**config.mk**
```make
export PLATFORM = sky130hd
export DESIGN_NAME = picture_transfer
export DESIGN_NICKNAME = d
export VERILOG_FILES = /design/src/rtl/picture_pkg.sv /design/src/rtl/picture_transfer.sv
export SDC_FILE = /design/constraint.sdc
export NUM_CORES = 1
export LEC_CHECK = 0
export BUFFER_PORTS_ARGS = -buffer_cell sky130_fd_sc_hd__buf_4
export CORE_ASPECT_RATIO = 0.75
export CORE_MARGIN = 5
export CORE_UTILIZATION = 30
export CTS_CLUSTER_DIAMETER = 120
export CTS_CLUSTER_SIZE = 12
export DETAILED_ROUTE_END_ITERATION = 16
export GPL_ROUTABILITY_DRIVEN = 0
export PLACE_DENSITY_LB_ADDON = 0.15
export SLEW_MARGIN = 10
export SYNTH_ARGS = -nofsm -noshare
export SYNTH_HDL_FRONTEND = slang
export SYNTH_SLANG_ARGS = --single-unit
```
**constraint.sdc**
```tcl
create_clock -name clk -period 2.6 [get_ports clk]
set_clock_uncertainty 0.05 [all_clocks]
set_input_delay 0.26 -clock clk [delete_from_list [all_inputs] [get_ports clk]]
set_output_delay 0.26 -clock clk [all_outputs]
set_load 0.005 [all_outputs]
```
**src/rtl/picture_pkg.sv**
```systemverilog
// Shared definitions for the picture transfer block.
// Contents:
//   P_WORDS_DEF    - default picture size in 32-bit words (352x288 bytes / 4)
//   P_OUT_BASE_DEF - default word address of the first accelerator result word
//   state_t        - controller state encoding
package picture_pkg;

    localparam int unsigned P_WORDS_DEF    = 25344;
    localparam int unsigned P_OUT_BASE_DEF = 25344;

    typedef enum logic [2:0] {
        S_IDLE      = 3'd0,
        S_LOAD      = 3'd1,
        S_ACC_START = 3'd2,
        S_ACC_WAIT  = 3'd3,
        S_RD_REQ    = 3'd4,
        S_RD_WAIT   = 3'd5,
        S_SEND      = 3'd6
    } state_t;

endpackage

```
**src/rtl/picture_transfer.sv**
```systemverilog
// Picture transfer controller.
// Receives a picture byte-by-byte from a UART receiver and packs the bytes
// little-endian into 32-bit words, which it writes to a single-port memory.
// It then starts an accelerator, waits for it to finish, reads the result
// words back and sends them out byte-by-byte to a UART transmitter.
//
// Ports:
//   clk, rst            - clock (rising edge), asynchronous active-low reset
//   rx_data, rx_stb     - received byte, one-cycle valid pulse
//   tx_data, tx_stb     - byte to transmit, held until tx_ack
//   tx_ack              - one-cycle pulse: transmitter finished the byte
//   mem_en, mem_we      - memory access enable / write enable
//   mem_addr            - memory word address
//   mem_dataw           - memory write data
//   mem_datar           - memory read data (valid one cycle after a read)
//   acc_start           - one-cycle pulse starting the accelerator
//   acc_finish          - accelerator done (level)
//   busy                - high whenever the controller is not idle
//   rx_overrun          - sticky: a byte arrived while it could not be taken
//   dbg_state           - current controller state
//
// Transmit handshake: a byte is transferred on the rising edge where
// tx_stb=1 and tx_ack=1. tx_stb/tx_data stay constant until then; tx_stb
// drops for at least one cycle after every handshake. tx_ack is ignored
// while tx_stb=0.
module picture_transfer
    import picture_pkg::*;
#(
    parameter int unsigned P_WORDS    = P_WORDS_DEF,
    parameter int unsigned P_OUT_BASE = P_OUT_BASE_DEF,
    parameter int unsigned P_ADDR_W   = 16
) (
    input  logic                clk,
    input  logic                rst,
    input  logic [7:0]          rx_data,
    input  logic                rx_stb,
    output logic [7:0]          tx_data,
    output logic                tx_stb,
    input  logic                tx_ack,
    output logic                mem_en,
    output logic                mem_we,
    output logic [P_ADDR_W-1:0] mem_addr,
    output logic [31:0]         mem_dataw,
    input  logic [31:0]         mem_datar,
    output logic                acc_start,
    input  logic                acc_finish,
    output logic                busy,
    output logic                rx_overrun,
    output state_t              dbg_state
);

    localparam logic [P_ADDR_W-1:0] LAST_IDX = P_ADDR_W'(P_WORDS - 1);
    localparam logic [P_ADDR_W-1:0] OUT_BASE = P_ADDR_W'(P_OUT_BASE);
    localparam logic [P_ADDR_W-1:0] ONE      = P_ADDR_W'(1);

    state_t              state, state_n;
    logic [P_ADDR_W-1:0] idx, idx_n;          // word index (load and readback)
    logic [1:0]          byte_cnt, byte_cnt_n; // byte position within the word being loaded
    logic [1:0]          lane, lane_n;         // byte lane of the word being sent
    logic [23:0]         pack, pack_n;         // bytes 0..2 of the word being loaded
    logic [31:0]         word, word_n;         // result word being sent
    logic [7:0]          tx_data_n;
    logic                tx_stb_n;
    logic                mem_en_n, mem_we_n;
    logic [P_ADDR_W-1:0] mem_addr_n;
    logic [31:0]         mem_dataw_n;
    logic                acc_start_n;
    logic                rx_overrun_n;

    always_ff @(posedge clk or negedge rst) begin
        if (!rst) begin
            state      <= S_IDLE;
            idx        <= '0;
            byte_cnt   <= '0;
            lane       <= '0;
            pack       <= '0;
            word       <= '0;
            tx_data    <= '0;
            tx_stb     <= 1'b0;
            mem_en     <= 1'b0;
            mem_we     <= 1'b0;
            mem_addr   <= '0;
            mem_dataw  <= '0;
            acc_start  <= 1'b0;
            rx_overrun <= 1'b0;
        end else begin
            state      <= state_n;
            idx        <= idx_n;
            byte_cnt   <= byte_cnt_n;
            lane       <= lane_n;
            pack       <= pack_n;
            word       <= word_n;
            tx_data    <= tx_data_n;
            tx_stb     <= tx_stb_n;
            mem_en     <= mem_en_n;
            mem_we     <= mem_we_n;
            mem_addr   <= mem_addr_n;
            mem_dataw  <= mem_dataw_n;
            acc_start  <= acc_start_n;
            rx_overrun <= rx_overrun_n;
        end
    end

    // All outputs except busy are registered; the *_n values below are what
    // each register holds during the next cycle.
    always_comb begin
        state_n      = state;
        idx_n        = idx;
        byte_cnt_n   = byte_cnt;
        lane_n       = lane;
        pack_n       = pack;
        word_n       = word;
        tx_data_n    = tx_data;
        tx_stb_n     = 1'b0;
        mem_en_n     = 1'b0;
        mem_we_n     = 1'b0;
        mem_addr_n   = mem_addr;
        mem_dataw_n  = mem_dataw;
        acc_start_n  = 1'b0;
        rx_overrun_n = rx_overrun;

        case (state)
            S_IDLE: begin
                if (rx_stb) begin
                    pack_n     = {16'h0000, rx_data};
                    byte_cnt_n = 2'd1;
                    idx_n      = '0;
                    state_n    = S_LOAD;
                end
            end

            S_LOAD: begin
                if (mem_we && mem_addr == LAST_IDX) begin
                    // The last word is being written this cycle; the picture
                    // is complete, so any further byte is an overrun.
                    state_n     = S_ACC_START;
                    acc_start_n = 1'b1;
                    if (rx_stb) begin
                        rx_overrun_n = 1'b1;
                    end
                end else if (rx_stb) begin
                    if (byte_cnt == 2'd3) begin
                        mem_en_n    = 1'b1;
                        mem_we_n    = 1'b1;
                        mem_addr_n  = idx;
                        mem_dataw_n = {rx_data, pack};
                        byte_cnt_n  = 2'd0;
                        // The last index is kept so the write address above
                        // identifies the final word.
                        if (idx != LAST_IDX) begin
                            idx_n = idx + ONE;
                        end
                    end else begin
                        case (byte_cnt)
                            2'd1:    pack_n[15:8]  = rx_data;
                            2'd2:    pack_n[23:16] = rx_data;
                            default: pack_n[7:0]   = rx_data;
                        endcase
                        byte_cnt_n = byte_cnt + 2'd1;
                    end
                end
            end

            S_ACC_START: begin
                state_n = S_ACC_WAIT;
            end

            S_ACC_WAIT: begin
                if (acc_finish) begin
                    idx_n   = '0;
                    state_n = S_RD_REQ;
                end
            end

            S_RD_REQ: begin
                state_n = S_RD_WAIT;
            end

            S_RD_WAIT: begin
                word_n    = mem_datar;
                lane_n    = 2'd0;
                tx_data_n = mem_datar[7:0];
                tx_stb_n  = 1'b1;
                state_n   = S_SEND;
            end

            S_SEND: begin
                if (tx_stb) begin
                    if (tx_ack) begin
                        if (lane != 2'd3) begin
                            lane_n = lane + 2'd1;
                        end else if (idx != LAST_IDX) begin
                            idx_n   = idx + ONE;
                            state_n = S_RD_REQ;
                        end else begin
                            state_n = S_IDLE;
                        end
                    end else begin
                        tx_stb_n = 1'b1;
                    end
                end else begin
                    // Gap cycle after a handshake: present the next lane.
                    tx_stb_n  = 1'b1;
                    tx_data_n = word[{lane, 3'b000} +: 8];
                end
            end

            default: begin
                state_n = S_IDLE;
            end
        endcase

        if (rx_stb && state != S_IDLE && state != S_LOAD) begin
            rx_overrun_n = 1'b1;
        end

        // The read strobe is registered, so it is raised on entry to S_RD_REQ.
        if (state_n == S_RD_REQ) begin
            mem_en_n   = 1'b1;
            mem_we_n   = 1'b0;
            mem_addr_n = OUT_BASE + idx_n;
        end
    end

    assign busy      = (state != S_IDLE);
    assign dbg_state = state;

endmodule
```
Yosys cells after proc, flatten, opt, wreduce, memory -nomap -nowiden. Index checks and enable logic that the tools add are counted.

Latch bits: 0. Input bits: 45. ROM bits: 0. Memories: 0. Word-level logic and storage cells: 128. Register bits after elaboration: 140. Output and inout bits: 65. Bits in writable memories: 0.

$lt $le $gt $ge: 0. Bitwise gates (word level): 1. Mux-type cells: 57. Multipliers: 0. Reduce and logical (&&, ||, !) cells: 23. Div/mod/pow operators: 0. Add/sub/neg operators: 4. Equality and inequality tests: 26. Shift operators: 1.

Operator list (number): 2-to-1 mux 16 bit (14); 2-to-1 mux 24 bit (4); case mux 16 bit (4 select lines) (1); case mux 24 bit (2 select lines) (1); 2-to-1 mux 8 bit (4); indexed part select 32 x 6 -> 8 bit (1); inequality test 2 bit (second input constant) (11); 2-to-1 mux 3 bit (7); case mux 3 bit (7 select lines) (1); AND reduction 6 bit (3); adder 15 x 16 -> 16 bit (first input constant) (1); adder 16 x 1 -> 16 bit (second input constant) (1); equality test 16 x 15 -> 1 bit (second input constant) (1); inequality test 16 x 15 -> 1 bit (second input constant) (1); case mux 8 bit (2 select lines) (1); AND reduction 4 bit (4); nonzero test 2 bit (8); 2-to-1 mux 1 bit (14); 2-to-1 mux 2 bit (7); equality test 3 bit (second input constant) (4); case mux 2 bit (2 select lines) (2); equality test 3 x 2 -> 1 bit (second input constant) (2); adder 2 x 1 -> 2 bit (second input constant) (2); equality test 2 bit (second input constant) (2); 12 further kinds (15).

Longest topological paths before layout. Gate-level depths: netlist (run 1).

Depth after elaboration: 9. Mapped depth: 13. Mapped depth without buffers: 13.

Worst setup path before layout (run 1). No wires, ideal clock.

Kind: reg-to-reg. Start: reg mem_addr[15]. End: reg mem_addr[14]. Library setup time: 0.125 ns. Stages on the path, launching flop included: 12. Data arrival time: 2.397 ns. Path slack: 0.028 ns. Period minus slack after synthesis: 2.572 ns. Path through: dfrtp_1 > nand4bb_1 > or3_4 > nor4_4 > o21ai_0 > nand3_2 > inv_1 > ha_1 > inv_1 > a41oi_1 > xnor2_1 > o21ai_1.

Elaborated cells on any way between the ends: 14. Classes of those cells: add/sub: 1; eq/ne: 3; mux: 5; reduce/logical: 5.

RTL lines: start: declaration (RTL line picture_transfer.sv:42) `output logic [P_ADDR_W-1:0] mem_addr,`; start signal: assignment (RTL line picture_transfer.sv:97) `mem_addr <= mem_addr_n;`; equality test 16 x 15 -> 1 bit (RTL line picture_transfer.sv:133) `if (mem_we && mem_addr == LAST_IDX) begin`; logical AND 1 bit (RTL line picture_transfer.sv:133); 2-to-1 mux 16 bit (RTL line picture_transfer.sv:133); case mux 16 bit (4 select lines) (RTL line picture_transfer.sv:122) `case (state)`; named net idx_n[8] (RTL line picture_transfer.sv:57) `logic [P_ADDR_W-1:0] idx, idx_n;`; adder 15 x 16 -> 16 bit (RTL line picture_transfer.sv:221) `mem_addr_n = OUT_BASE + idx_n;`; 2-to-1 mux 16 bit (RTL line picture_transfer.sv:218) `if (state_n == S_RD_REQ) begin`.

The timed path passes the listed nets, and every way through them passes these cells. A chain may end at the register's enable or synchronous reset.

Final worst setup path (run 1). Same ends and word-level chain as after synthesis.

==> summary.txt, run 1 <==
Timing
  • RSZ-0062 raised after global routing: true
  • Final setup TNS: 0 ns
  • Worst slew pin tran: between 0.7 and 0.8 ns
  • Final period util: 97.0%
  • Slew HR: about 50%
  • Final hold vios: 0
  • Minimum clock period: about 2.5 ns
  • Final Max Tran Viols: 0
  • Setup violators final: 0
  • Max Clk Rate: roughly 400 MHz

GRT
  • Largest net degree at the start of global routing: 77
  • Grt total ovfl: 0
  • Global-route wire length before repair: about 30000 um
  • Antenna violations before repair: 0
  • Vias in the first global route: roughly 5400
  • Gr usage total: between 10% and 20%

Synthesis
  • Primary FF master, synth: dfrtp_1
  • Post-Synth Simple-Gate Area: 17.7%
  • Number of warnings issued by yosys: 0
  • Synth Net Count: 644
  • Xor and xnor area share after synthesis: less than 1%
  • Post-synthesis adder-cell area fraction: 1.14%
  • #FFs+latches synth: 140
  • Post-synthesis cell type count: ~70
  • Largest family of logic cells by synthesized area: simple AND/OR/NAND/NOR gates
  • Mapped cell area: about 0.0066 mm^2
  • Multiplexer share of the synthesized area: around an eighth
  • Synth Area in Compound Gates: 11.0%
  • Mapped Cells: ~590
  • Async SR Flop Fraction: between 90% and 100%
  • Sequential fraction of the synthesis area: between 50% and 60%
  • EDFF count, synth: 0
  • Average size of a mapped cell: about 11 um^2

Clock network
  • H-tree lvl count: 4
  • Clk Latency, worst-skew pair: approximately 0.4 ns
  • Clk sinks: between 100 and 150
  • Clock tree buffer depth: 2
  • Number of buffers created by CTS: 17
  • CTS root buf: clkbuf_16
  • TritonCTS clock tree: done
  • CTS clk-pin slew, worst paths: 0.06 ns

Power
  • Combinational group share of total power: between 30% and 40%
  • Leakage: 4.30 nW
  • Switching portion of total power: roughly 33%
  • Peak VDD IR: between 500 and 600 uV
  • Clock share of power: approximately 26%
  • Pwr dens: approximately 1000 mW/mm^2
  • Sequential share of power: 36.4%
  • Internal power: approximately 0.0062 W
  • Switching pwr: between 0.003 and 0.004 W

Die
  • IO Count: 110
  • Cell Rows: 46
  • Chip width: ~180 um
  • Die Height: around 140 um
  • Die ar.: between 0.02 and 0.03 mm^2
  • Core ar.: 0.0214 mm^2
  • Initial core utilization: between 30% and 40%

Run
  • MaxCap Viol Count: 0

Worst setup path
  • Critical-path maximum fanout: 3
  • Reg2Reg Depth: 11
  • Slowest stage delay, CP: about 0.42 ns
  • Critical path class: reg -> reg
  • Cell mode on critical path: inv_1
  • CP endpoint kind: flop
  • Worst path cell trace: nand4bb_4 -> or3_4 -> nor4_4 -> o21ai_0 -> nand3_2 -> inv_1 -> ha_1 -> inv_1 -> a41oi_2 -> xnor2_1 -> o21ai_1
  • Crit path depth: 11
  • Worst Path Arrival: between 2 and 3 ns
  • Top Family by Delay on Critical Path: simple AND/OR/NAND/NOR gates
  • Buf/Inv on CP: 2
  • Critical Path Source Type: flop
  • CP max stage cell: or3_4
  • Worst EP required: ~2.9 ns

Routing
  • Final wirelength: 18200 um
  • WL/cell: 16.9 um
  • Vias/cell: approximately 4.8
  • Vias post-DR: a little over 5000
  • DR iter-0 viols: 374
  • Antenna-violating nets left: 0
  • TritonRoute pass-1 iters: 5
  • Residual DRC count: 0

Layout
  • Area of the multi-input gates: between 0.002 and 0.003 mm^2
  • Final nets: approximately 830
  • Fraction of layout cells with a size suffix above 1: between 40 and 50%
  • Fillers: 2085
  • Final core utilization: between 40 and 50%
  • Area growth syn-to-layout: 37.0%
  • Register area: between 0.003 and 0.004 mm^2
  • Antenna diodes: 0

Outcome
  • Outcome: finished, final reports clean

Placed design
  • Post-DP HPWL: roughly 13000 um
  • IO Port Bufs: between 100 and 150

Min path
  • Worst Hold Class: in -> reg
  • Min-Delay Path Depth: 2
logic make-up (layout without fill, tap and decap cells):
logic type | after synthesis | count (layout)
AOI/OAI and AO/OA | 96 | 96
xor gates and xnor gates | 5 | 5
adders and majority gates | 6 | 6
buffers and inverters | 42 | 242
DFF | 140 | 140
muxes | 67 | 67
and+or+nand+nor | 237 | 237
metal layers:
layer  global-route usage, %  up-vias  share of wire, %
li1                        -     2463                 -
met3                    5.32       12               7.1
met1                    20.8     2521                48
met2                    21.6      139                44
met5                       0        -                 0
met4                    3.75        0               1.1
worst paths after layout:
kind / slack [ns] / endpoint / startpoint
max: 0.08 / mem_addr[14]$_DFFE_PN0P_ / mem_addr[15]$_DFFE_PN0P_
min: 0.02 / word[9]$_DFFE_PN0P_ / mem_datar[9]
max reg2reg: 0.08 / mem_addr[14]$_DFFE_PN0P_ / mem_addr[15]$_DFFE_PN0P_
min reg2reg: 0.41 / mem_dataw[1]$_DFFE_PN0P_ / pack[1]$_DFFE_PN0P_
max in group asynchronous: 1.43 / word[7]$_DFFE_PN0P_ / rst
min in group asynchronous: 0.38 / word[14]$_DFFE_PN0P_ / rst
what timing repair did:
item,in CTS,in global routing
gates cloned,0,0
endpoints found under the setup margin,29,12
resized for setup,4,10
hold buffers,2,0
hold endpoints to repair,75,0
pin swaps,1,3
setup buffers,0,13
stage by stage:
step / hold WS, ns / setup WS [ns] / total power, W / cells / area (um^2)
floorplan: -0.0856 / 0.0284 / 0.00533 / 593 / 6580
global placement: 0.284 / -0.0574 / 0.00677 / 1034 / 8220
detailed placement: 0.292 / -0.112 / 0.00686 / 1034 / 8220
CTS: 0.00511 / 0.0160 / 0.00933 / 1068 / 8850
global route: 0.000367 / -0.0872 / 0.00999 / 1081 / 9010
finish: 0.0206 / 0.0776 / 0.00936 / 1081 / 9010
sequential cells by signal, summed over array words and instances (netlist names):
register    flops
acc_start       1
byte_cnt        2
dbg_state       3
idx            16
lane            2
mem_addr       16
mem_dataw      32
mem_en          1
mem_we          1
pack           24
rx_overrun      1
tx_data         8
tx_stb          1
word           32
cell usage in the layout (no fill, tap or decap), drive strengths merged, types with 3 or more instances in the layout:
master / instances
buf: 194
nand2: 143
dfrtp: 140
mux2: 58
nor2: 27
o21ai: 27
inv: 22
clkbuf: 17
o31ai: 17
a31oi: 13
and2: 13
a21oi: 12
nand3: 11
mux4: 8
nor4: 7
a22oi: 7
nand4: 6
a221o: 6
ha: 6
nand2b: 6
and3: 5
clkinv: 4
nor3: 3
xnor2: 3
nor3b: 3
or2: 3
layout make-up:
class / instances / area share, %
clock buffers: 17 / 4.72
clock inverters: 15 / 1.68
inverters: 14 / 0.638
multi-input cells: 411 / 32.5
flip-flops and latches: 140 / 38.9
well taps: 288 / 4.00
repair buffers: 196 / 17.6
synth_stat cells (8+ instances only):
| library cell | count | share of area, % |
|---|---|---|
| nand3_1 | 9 | 0.68 |
| inv_1 | 12 | 0.68 |
| nand2_1 | 142 | 8.1 |
| o21ai_1 | 8 | 0.61 |
| o21ai_0 | 17 | 1.3 |
| and2_1 | 13 | 1.2 |
| dfrtp_1 | 140 | 53 |
| nor2_1 | 24 | 1.4 |
| mux2_2 | 58 | 9.9 |
| mux4_2 | 8 | 2.7 |
| a21oi_1 | 9 | 0.68 |
| a31oi_1 | 13 | 1.2 |
| clkbuf_1 | 15 | 0.86 |
| o31ai_1 | 13 | 1.5 |
power by group through the flow:
stage	logic, W	registers (W)	clock network [W]
after global routing	0.00393	0.00351	0.00256
final	0.00356	0.00340	0.00239
after detailed placement	0.00344	0.00342	0
after CTS	0.00347	0.00340	0.00246
after floorplan	0.00203	0.00331	0
after global placement	0.00337	0.00339	0
Power figures use the tool's default switching activity.
==> run 2: changes to the inputs <==
CELL_PAD_IN_SITES_DETAIL_PLACEMENT = 0   (was unset)
CELL_PAD_IN_SITES_GLOBAL_PLACEMENT = 2   (was unset)
SKIP_CTS_REPAIR_TIMING = 1   (was unset)
==> run 2 against run 1 <==
Wire length is 2.2% higher. Non-clock buffer count grew 4. Utilization is essentially flat. Global-route usage grew 0.28 points. First-iteration DRC count is 5.3% lower. Flip-flop and latch count stayed put. Sequential power barely moved. Critical endpoint is now mem_addr[15]$_DFFE_PN0P_. Largest cell class unchanged. Sequential share of layout area barely moved.
==> summary.txt, run 2 (synthesized netlist as in run 1, its figures left out) <==
Outcome
  • Outcome: finished, final reports clean (unchanged)

Die
  • IO Count: 110 (unchanged)
  • Core ar.: 0.0214 mm^2 (unchanged)
  • Cell Rows: 46 (unchanged)
  • Initial core utilization: 30.8% (unchanged)
  • Chip width: 181 um (unchanged)
  • Die ar.: 0.0250 mm^2 (unchanged)
  • Die Height: 138 um (unchanged)

Min path
  • Min-Delay Path Depth: 3 (was 2)
  • Hold_sp: rx_data[3] (was mem_datar[9])
  • Hold EP: mem_dataw[27]$_DFFE_PN0P_ (was word[9]$_DFFE_PN0P_)
  • Worst Hold Class: in -> reg (unchanged)

Worst setup path
  • Worst EP required: 2.88 ns (was 2.85 ns)
  • Worst Path Arrival: 2.78 ns (was 2.77 ns)
  • CP endpoint kind: flop (unchanged)
  • Worst flop-to-flop path endpoint: mem_addr[15]$_DFFE_PN0P_ (was mem_addr[14]$_DFFE_PN0P_)
  • Critical path class: reg -> reg (unchanged)
  • Critical-path maximum fanout: 3 (unchanged)
  • Slowest stage delay, CP: 0.40 ns (was 0.42 ns)
  • Reg-to-reg slack, setup: 0.09 ns (was 0.08 ns)
  • Worst path cell trace: or3b_1 -> nor2_1 -> nand2_1 -> buf_4 -> o21ai_0 -> nand3_1 -> nor4b_1 -> a221oi_2 -> o31ai_1 (was nand4bb_4 -> or3_4 -> nor4_4 -> o21ai_0 -> nand3_2 -> inv_1 -> ha_1 -> inv_1 -> a41oi_2 -> xnor2_1 -> o21ai_1)
  • Top Family by Delay on Critical Path: simple AND/OR/NAND/NOR gates (unchanged)
  • Critical Path Source Type: flop (unchanged)
  • Buf/Inv on CP: 1 (was 2)
  • R2R Path Start: mem_addr[10]$_DFFE_PN0P_ (was mem_addr[15]$_DFFE_PN0P_)
  • Reg2Reg Depth: 9 (was 11)
  • CP max stage cell: or3b_1 (was or3_4)

Power
  • Leakage: 4.27 nW (was 4.30 nW)
  • Internal power: 0.00638 W (was 0.00624 W)
  • Switching pwr: 0.00303 W (was 0.00311 W)
  • Combinational group share of total power: 37.1% (was 38.1%)
  • Switching portion of total power: 32.2% (was 33.3%)
  • Clock share of power: 27.0% (was 25.6%)
  • Pwr dens: 1040 mW/mm^2 (about the same)
  • Peak VDD IR: 500 uV (was 501 uV)
  • Sequential share of power: 35.9% (was 36.4%)

Layout
  • Fraction of layout cells with a size suffix above 1: 42.5% (was 42.1%)
  • Final Cell Area: 0.00901 mm^2 (about the same)
  • Antenna diodes: 0 (unchanged)
  • Registers with the most flip-flops: mem_dataw (32), word (32), pack (24) (unchanged)
  • Final core utilization: 42.2% (about the same)
  • Commonest non-fill, non-tap cell in the layout: buf_4 (unchanged)
  • Most frequent cells in the layout: 193 x buf_4, 141 x nand2_1, 139 x dfrtp_1, 58 x mux2_2, 23 x nor2_1 (was 183 x buf_4, 141 x nand2_1, 140 x dfrtp_1, 58 x mux2_2, 24 x nor2_1)
  • Area growth syn-to-layout: 36.9% (was 37.0%)
  • Final nets: 835 (was 831)
  • Non-filler cells, final: 1085 (was 1081)

Timing
  • Final Max Tran Viols: 0 (unchanged)
  • Slew HR: 60.7% (was 50.0%)
  • Final hold vios: 0 (unchanged)
  • Final setup TNS: 0 ns (unchanged)
  • Worst hold slack: 0.00505 ns (was 0.0206 ns)
  • Setup violators final: 0 (unchanged)
  • Minimum clock period: 2.51 ns (was 2.52 ns)
  • Max Clk Rate: 399 MHz (was 396 MHz)
  • Final period util: 96.4% (was 97.0%)
  • Worst slew pin tran: 0.589 ns (was 0.750 ns)

Clock network
  • H-tree lvl count: 4 (unchanged)
  • Clk Latency, worst-skew pair: 0.42 ns (was 0.41 ns)
  • CTS root buf: clkbuf_16 (unchanged)
  • Clk sinks: 140 (unchanged)
  • Number of buffers created by CTS: 17 (unchanged)
  • TritonCTS clock tree: done (unchanged)
  • Clock tree buffer depth: 2 (unchanged)
  • CTS clk-pin slew, worst paths: 0.07 ns (was 0.06 ns)

Routing
  • Vias/cell: 4.79 (was 4.75)
  • Residual DRC count: 0 (unchanged)
  • Final wirelength: 18600 um (was 18200 um)
  • WL/cell: 17.2 um (was 16.9 um)
  • TritonRoute pass-1 iters: 4 (was 5)
  • DR iter-0 viols: 354 (was 374)
  • Antenna-violating nets left: 0 (unchanged)
  • Vias post-DR: 5196 (was 5135)

Placed design
  • Dpl cells: 1041 (was 1034)
  • IO Port Bufs: 109 (unchanged)
  • Post-DP Area: 0.00821 mm^2 (was 0.00822 mm^2)
  • Post-DP HPWL: 13600 um (was 13200 um)

GRT
  • Largest net degree at the start of global routing: 63 (was 77)
  • Global-route wire length before repair: 30200 um (was 29900 um)
  • Grt total ovfl: 0 (unchanged)
  • Antenna violations before repair: 0 (unchanged)
  • Gr usage total: 15.0% (was 14.7%)
  • Vias in the first global route: 5264 (was 5364)

Run
  • MaxCap Viol Count: 0 (unchanged)
-- run 2: cell types whose count changed in the layout (fill, tap and decap cells not counted), moves of 2 or more --
cell        change
buf_12          -5
clkinvlp_4      +3
o31ai_1         +2
o31ai_2         -3
clkinv_4        -3
bufinv_16       +2
buf_4          +10
-- run 2: final cells by class --
cell class              instances  area (um^2)
clock buffers                  18          429
clock inverters                14          183
fillers                      2081        12300
inverters                      14         57.6
multi-input cells             411         2920
flip-flops and latches        140         3500
well taps                     288          360
repair buffers                200         1550
-- run 2: worst register-to-register path: stages (launching register included) --
cell      delay, ns
dfrtp_1        0.39
or3b_1         0.40
nor2_1         0.13
nand2_1        0.14
buf_4          0.18
o21ai_0        0.30
nand3_1        0.22
nor4b_1        0.39
a221oi_2       0.12
o31ai_1        0.08
-- run 2: routing by layer --
layer | up-vias | track usage, % | share of wire (%)
li1 | 2474 | - | -
met1 | 2575 | 22.6 | 49
met2 | 128 | 21.3 | 44
met3 | 19 | 3.80 | 6.0
met4 | 0 | 4.30 | 1.1
met5 | - | 0 | 0
-- run 2: metrics by stage --
stage               setup slack, ns  power, W
global placement           -0.00248   0.00676
CTS                          -0.103   0.00943
global route                -0.0664    0.0101
finish                       0.0938   0.00941
detailed placement          -0.0782   0.00684
floorplan                    0.0284   0.00533
-- run 2: how the worst max path moves through the flow --
stage | start | slack, ns | to | depth (start not counted)
after global routing | dbg_state[1]$_DFF_PN0_ | -0.07 | mem_addr[11]$_DFFE_PN0P_ | 10
final | mem_addr[10]$_DFFE_PN0P_ | 0.09 | mem_addr[15]$_DFFE_PN0P_ | 9
after global placement | mem_addr[1]$_DFFE_PN0P_ | -0.002 | mem_addr[14]$_DFFE_PN0P_ | 13
after CTS | mem_addr[15]$_DFFE_PN0P_ | -0.10 | mem_addr[14]$_DFFE_PN0P_ | 12
after floorplan | mem_addr[15]$_DFFE_PN0P_ | 0.03 | mem_addr[14]$_DFFE_PN0P_ | 11
after detailed placement | mem_addr[15]$_DFFE_PN0P_ | -0.08 | mem_addr[14]$_DFFE_PN0P_ | 12
-- run 2: power groups by stage --
stage	Clock, W	Sequential (W)	Combinational, W
2_1_floorplan	0	0.00331	0.00203
5_1_grt	0.00272	0.00348	0.00386
3_5_place_dp	0	0.00341	0.00343
6_report	0.00254	0.00337	0.00349
4_1_cts	0.00262	0.00337	0.00344
3_3_place_gp	0	0.00338	0.00338
==> run 3: changes to the inputs <==
CTS_BUF_LIST = sky130_fd_sc_hd__clkbuf_4 sky130_fd_sc_hd__clkbuf_8   (was unset)
==> run 3 against run 2 <==
Non-clock buffer count up 39. Critical endpoint unchanged. Final area rose by 2.4%. Wire length up 2.2%. Worst setup slack got worse by 0.021 ns. Combinational power grew 2%. Cell count is 3.6% higher. Critical path depth is the same. Clock power shrank 25%. Power decreased by 6.1%. Flip-flop and latch count unchanged.
==> summary.txt, run 3 (synthesized netlist as in run 1, its figures left out) <==
Outcome
  • Outcome: finished, final reports clean (unchanged)

Routing
  • TritonRoute pass-1 iters: 4 (unchanged)
  • Residual DRC count: 0 (unchanged)
  • Antenna-violating nets left: 0 (unchanged)
  • WL/cell: 17.0 um (was 17.2 um)
  • DR iter-0 viols: 335 (was 354)
  • Final wirelength: 19100 um (was 18600 um)
  • Vias post-DR: 5312 (was 5196)
  • Vias/cell: 4.73 (was 4.79)

Worst setup path
  • Slowest stage delay, CP: 0.40 ns (about the same)
  • Critical Path Source Type: flop (unchanged)
  • CP max stage cell: dfrtp_1 (was or3b_1)
  • Critical-path maximum fanout: 6 (was 3)
  • Worst path cell trace: or3b_1 -> nor2_1 -> nand2_1 -> buf_4 -> o21ai_0 -> nand3_1 -> buf_4 -> buf_4 -> o31ai_1 (was or3b_1 -> nor2_1 -> nand2_1 -> buf_4 -> o21ai_0 -> nand3_1 -> nor4b_1 -> a221oi_2 -> o31ai_1)
  • Reg-to-reg slack, setup: 0.07 ns (was 0.09 ns)
  • Critical path class: reg -> reg (unchanged)
  • Buf/Inv on CP: 3 (was 1)
  • Worst EP required: 2.90 ns (was 2.88 ns)
  • Top Family by Delay on Critical Path: simple AND/OR/NAND/NOR gates (unchanged)
  • Worst Path Arrival: 2.83 ns (was 2.78 ns)
  • Cell mode on critical path: buf_4
  • CP endpoint kind: flop (unchanged)

Power
  • Leakage: 4.35 nW (was 4.27 nW)
  • Pwr dens: 957 mW/mm^2 (was 1040 mW/mm^2)
  • Peak VDD IR: 359 uV (was 500 uV)

GRT
  • Antenna violations before repair: 0 (unchanged)
  • Global-route wire length before repair: 30000 um (was 30200 um)
  • Largest net degree at the start of global routing: 63 (unchanged)
  • Vias in the first global route: 5251 (was 5264)
  • Grt total ovfl: 0 (unchanged)
  • Gr usage total: 14.9% (was 15.0%)

Layout
  • Fillers: 2081 (unchanged)
  • Commonest non-fill, non-tap cell in the layout: buf_4 (unchanged)
  • Register area: 0.00350 mm^2 (unchanged)
  • Area growth syn-to-layout: 40.2% (was 36.9%)
  • Final nets: 874 (was 835)
  • Antenna diodes: 0 (unchanged)
  • Registers with the most flip-flops: mem_dataw (32), word (32), pack (24) (unchanged)
  • Area of the multi-input gates: 0.00294 mm^2 (was 0.00292 mm^2)
  • Final core utilization: 43.2% (was 42.2%)
  • Fraction of layout cells with a size suffix above 1: 40.8% (was 42.5%)
  • Most frequent cells in the layout: 193 x buf_4, 141 x nand2_1, 139 x dfrtp_1, 58 x mux2_2, 41 x dlygate4sd3_1 (was 193 x buf_4, 141 x nand2_1, 139 x dfrtp_1, 58 x mux2_2, 23 x nor2_1)

Die
  • Core ar.: 0.0214 mm^2 (unchanged)
  • Die ar.: 0.0250 mm^2 (unchanged)
  • IO Count: 110 (unchanged)
  • Die Height: 138 um (unchanged)
  • Cell Rows: 46 (unchanged)
  • Initial core utilization: 30.8% (unchanged)
  • Chip width: 181 um (unchanged)

Timing
  • Final hold vios: 0 (unchanged)
  • Final worst slack: 0.0730 ns (was 0.0938 ns)
  • Minimum clock period: 2.53 ns (was 2.51 ns)
  • Final period util: 97.2% (was 96.4%)
  • Slew HR: 60.2% (was 60.7%)
  • Worst slew pin tran: 0.597 ns (was 0.589 ns)
  • Final Max Tran Viols: 0 (unchanged)
  • Setup violators final: 0 (unchanged)
  • Max Clk Rate: 396 MHz (was 399 MHz)

Clock network
  • Number of buffers created by CTS: 17 (unchanged)
  • Clk sinks: 140 (unchanged)
  • Clock tree buffer depth: 2 (unchanged)
  • TritonCTS clock tree: done (unchanged)
  • H-tree lvl count: 4 (unchanged)
  • CTS clk-pin slew, worst paths: 0.09 ns (was 0.07 ns)
  • Clk Latency, worst-skew pair: 0.44 ns (was 0.42 ns)
  • CTS root buf: clkbuf_8 (was clkbuf_16)

Placed design
  • Post-DP HPWL: 13600 um (unchanged)
  • Pre-CTS setup slack: -0.0782 ns (unchanged)
  • IO Port Bufs: 109 (unchanged)

Run
  • MaxCap Viol Count: 0 (unchanged)

Min path
  • Worst Hold Class: in -> reg (unchanged)
[run 3: path summary, 6_finish.rpt]
check	from	endpoint	cells after the start
min reg2reg	pack[2]$_DFFE_PN0P_	mem_dataw[2]$_DFFE_PN0P_	2
min in group asynchronous	rst	idx[13]$_DFF_PN0_	2
max reg2reg	mem_addr[10]$_DFFE_PN0P_	mem_addr[15]$_DFFE_PN0P_	9
max	mem_addr[10]$_DFFE_PN0P_	mem_addr[15]$_DFFE_PN0P_	9
max in group asynchronous	rst	pack[10]$_DFFE_PN0P_	3
min	rx_stb	rx_overrun$_DFFE_PN0P_	3
[run 3: area by class of cell]
cell class,count,share of cell area (%)
sequential,140,38.0
clock inverter,14,1.98
tap,288,3.91
clock buffer,18,2.62
multi-input combinational,411,31.8
inverter,14,0.624
timing repair buffer,239,21.1
[run 3: power breakdown]
part | switching [W] | internal, W | leakage [nW]
registers | 0.000436 | 0.00293 | 1.79
clock network | 0.000934 | 0.000981 | 0.199
logic | 0.00160 | 0.00195 | 2.35
total | 0.00297 | 0.00586 | 4.35
[run 3: worst register-to-register path, delay by kind of cell (launching register included)]
kind / cells / cell delay, ns
and+or+nand+nor: 4 / 0.91
buffers and inverters: 3 / 0.56
AOI/OAI and AO/OA: 2 / 0.52
DFF: 1 / 0.40
[run 3: through the flow]
step	TNS, ns	cell area (um^2)	instances	hold slack [ns]	total power, W
global placement	-0.00248	8210	1041	0.236	0.00676
finish	0	9220	1124	0.107	0.00883
floorplan	0	6580	593	-0.0856	0.00533
global route	-0.0905	9220	1124	0.0745	0.00946
detailed placement	-0.254	8210	1041	0.238	0.00684
CTS	-0.374	8640	1073	-0.273	0.00880
[run 3: metal layers]
layer / up-vias / global-route usage [%] / wire [um]
met4: 0 / 3.59 / 174
met2: 125 / 21.4 / 8490
met3: 12 / 3.78 / 1060
li1: 2547 / - / -
met1: 2628 / 22.4 / 9330
met5: - / 0 / 0
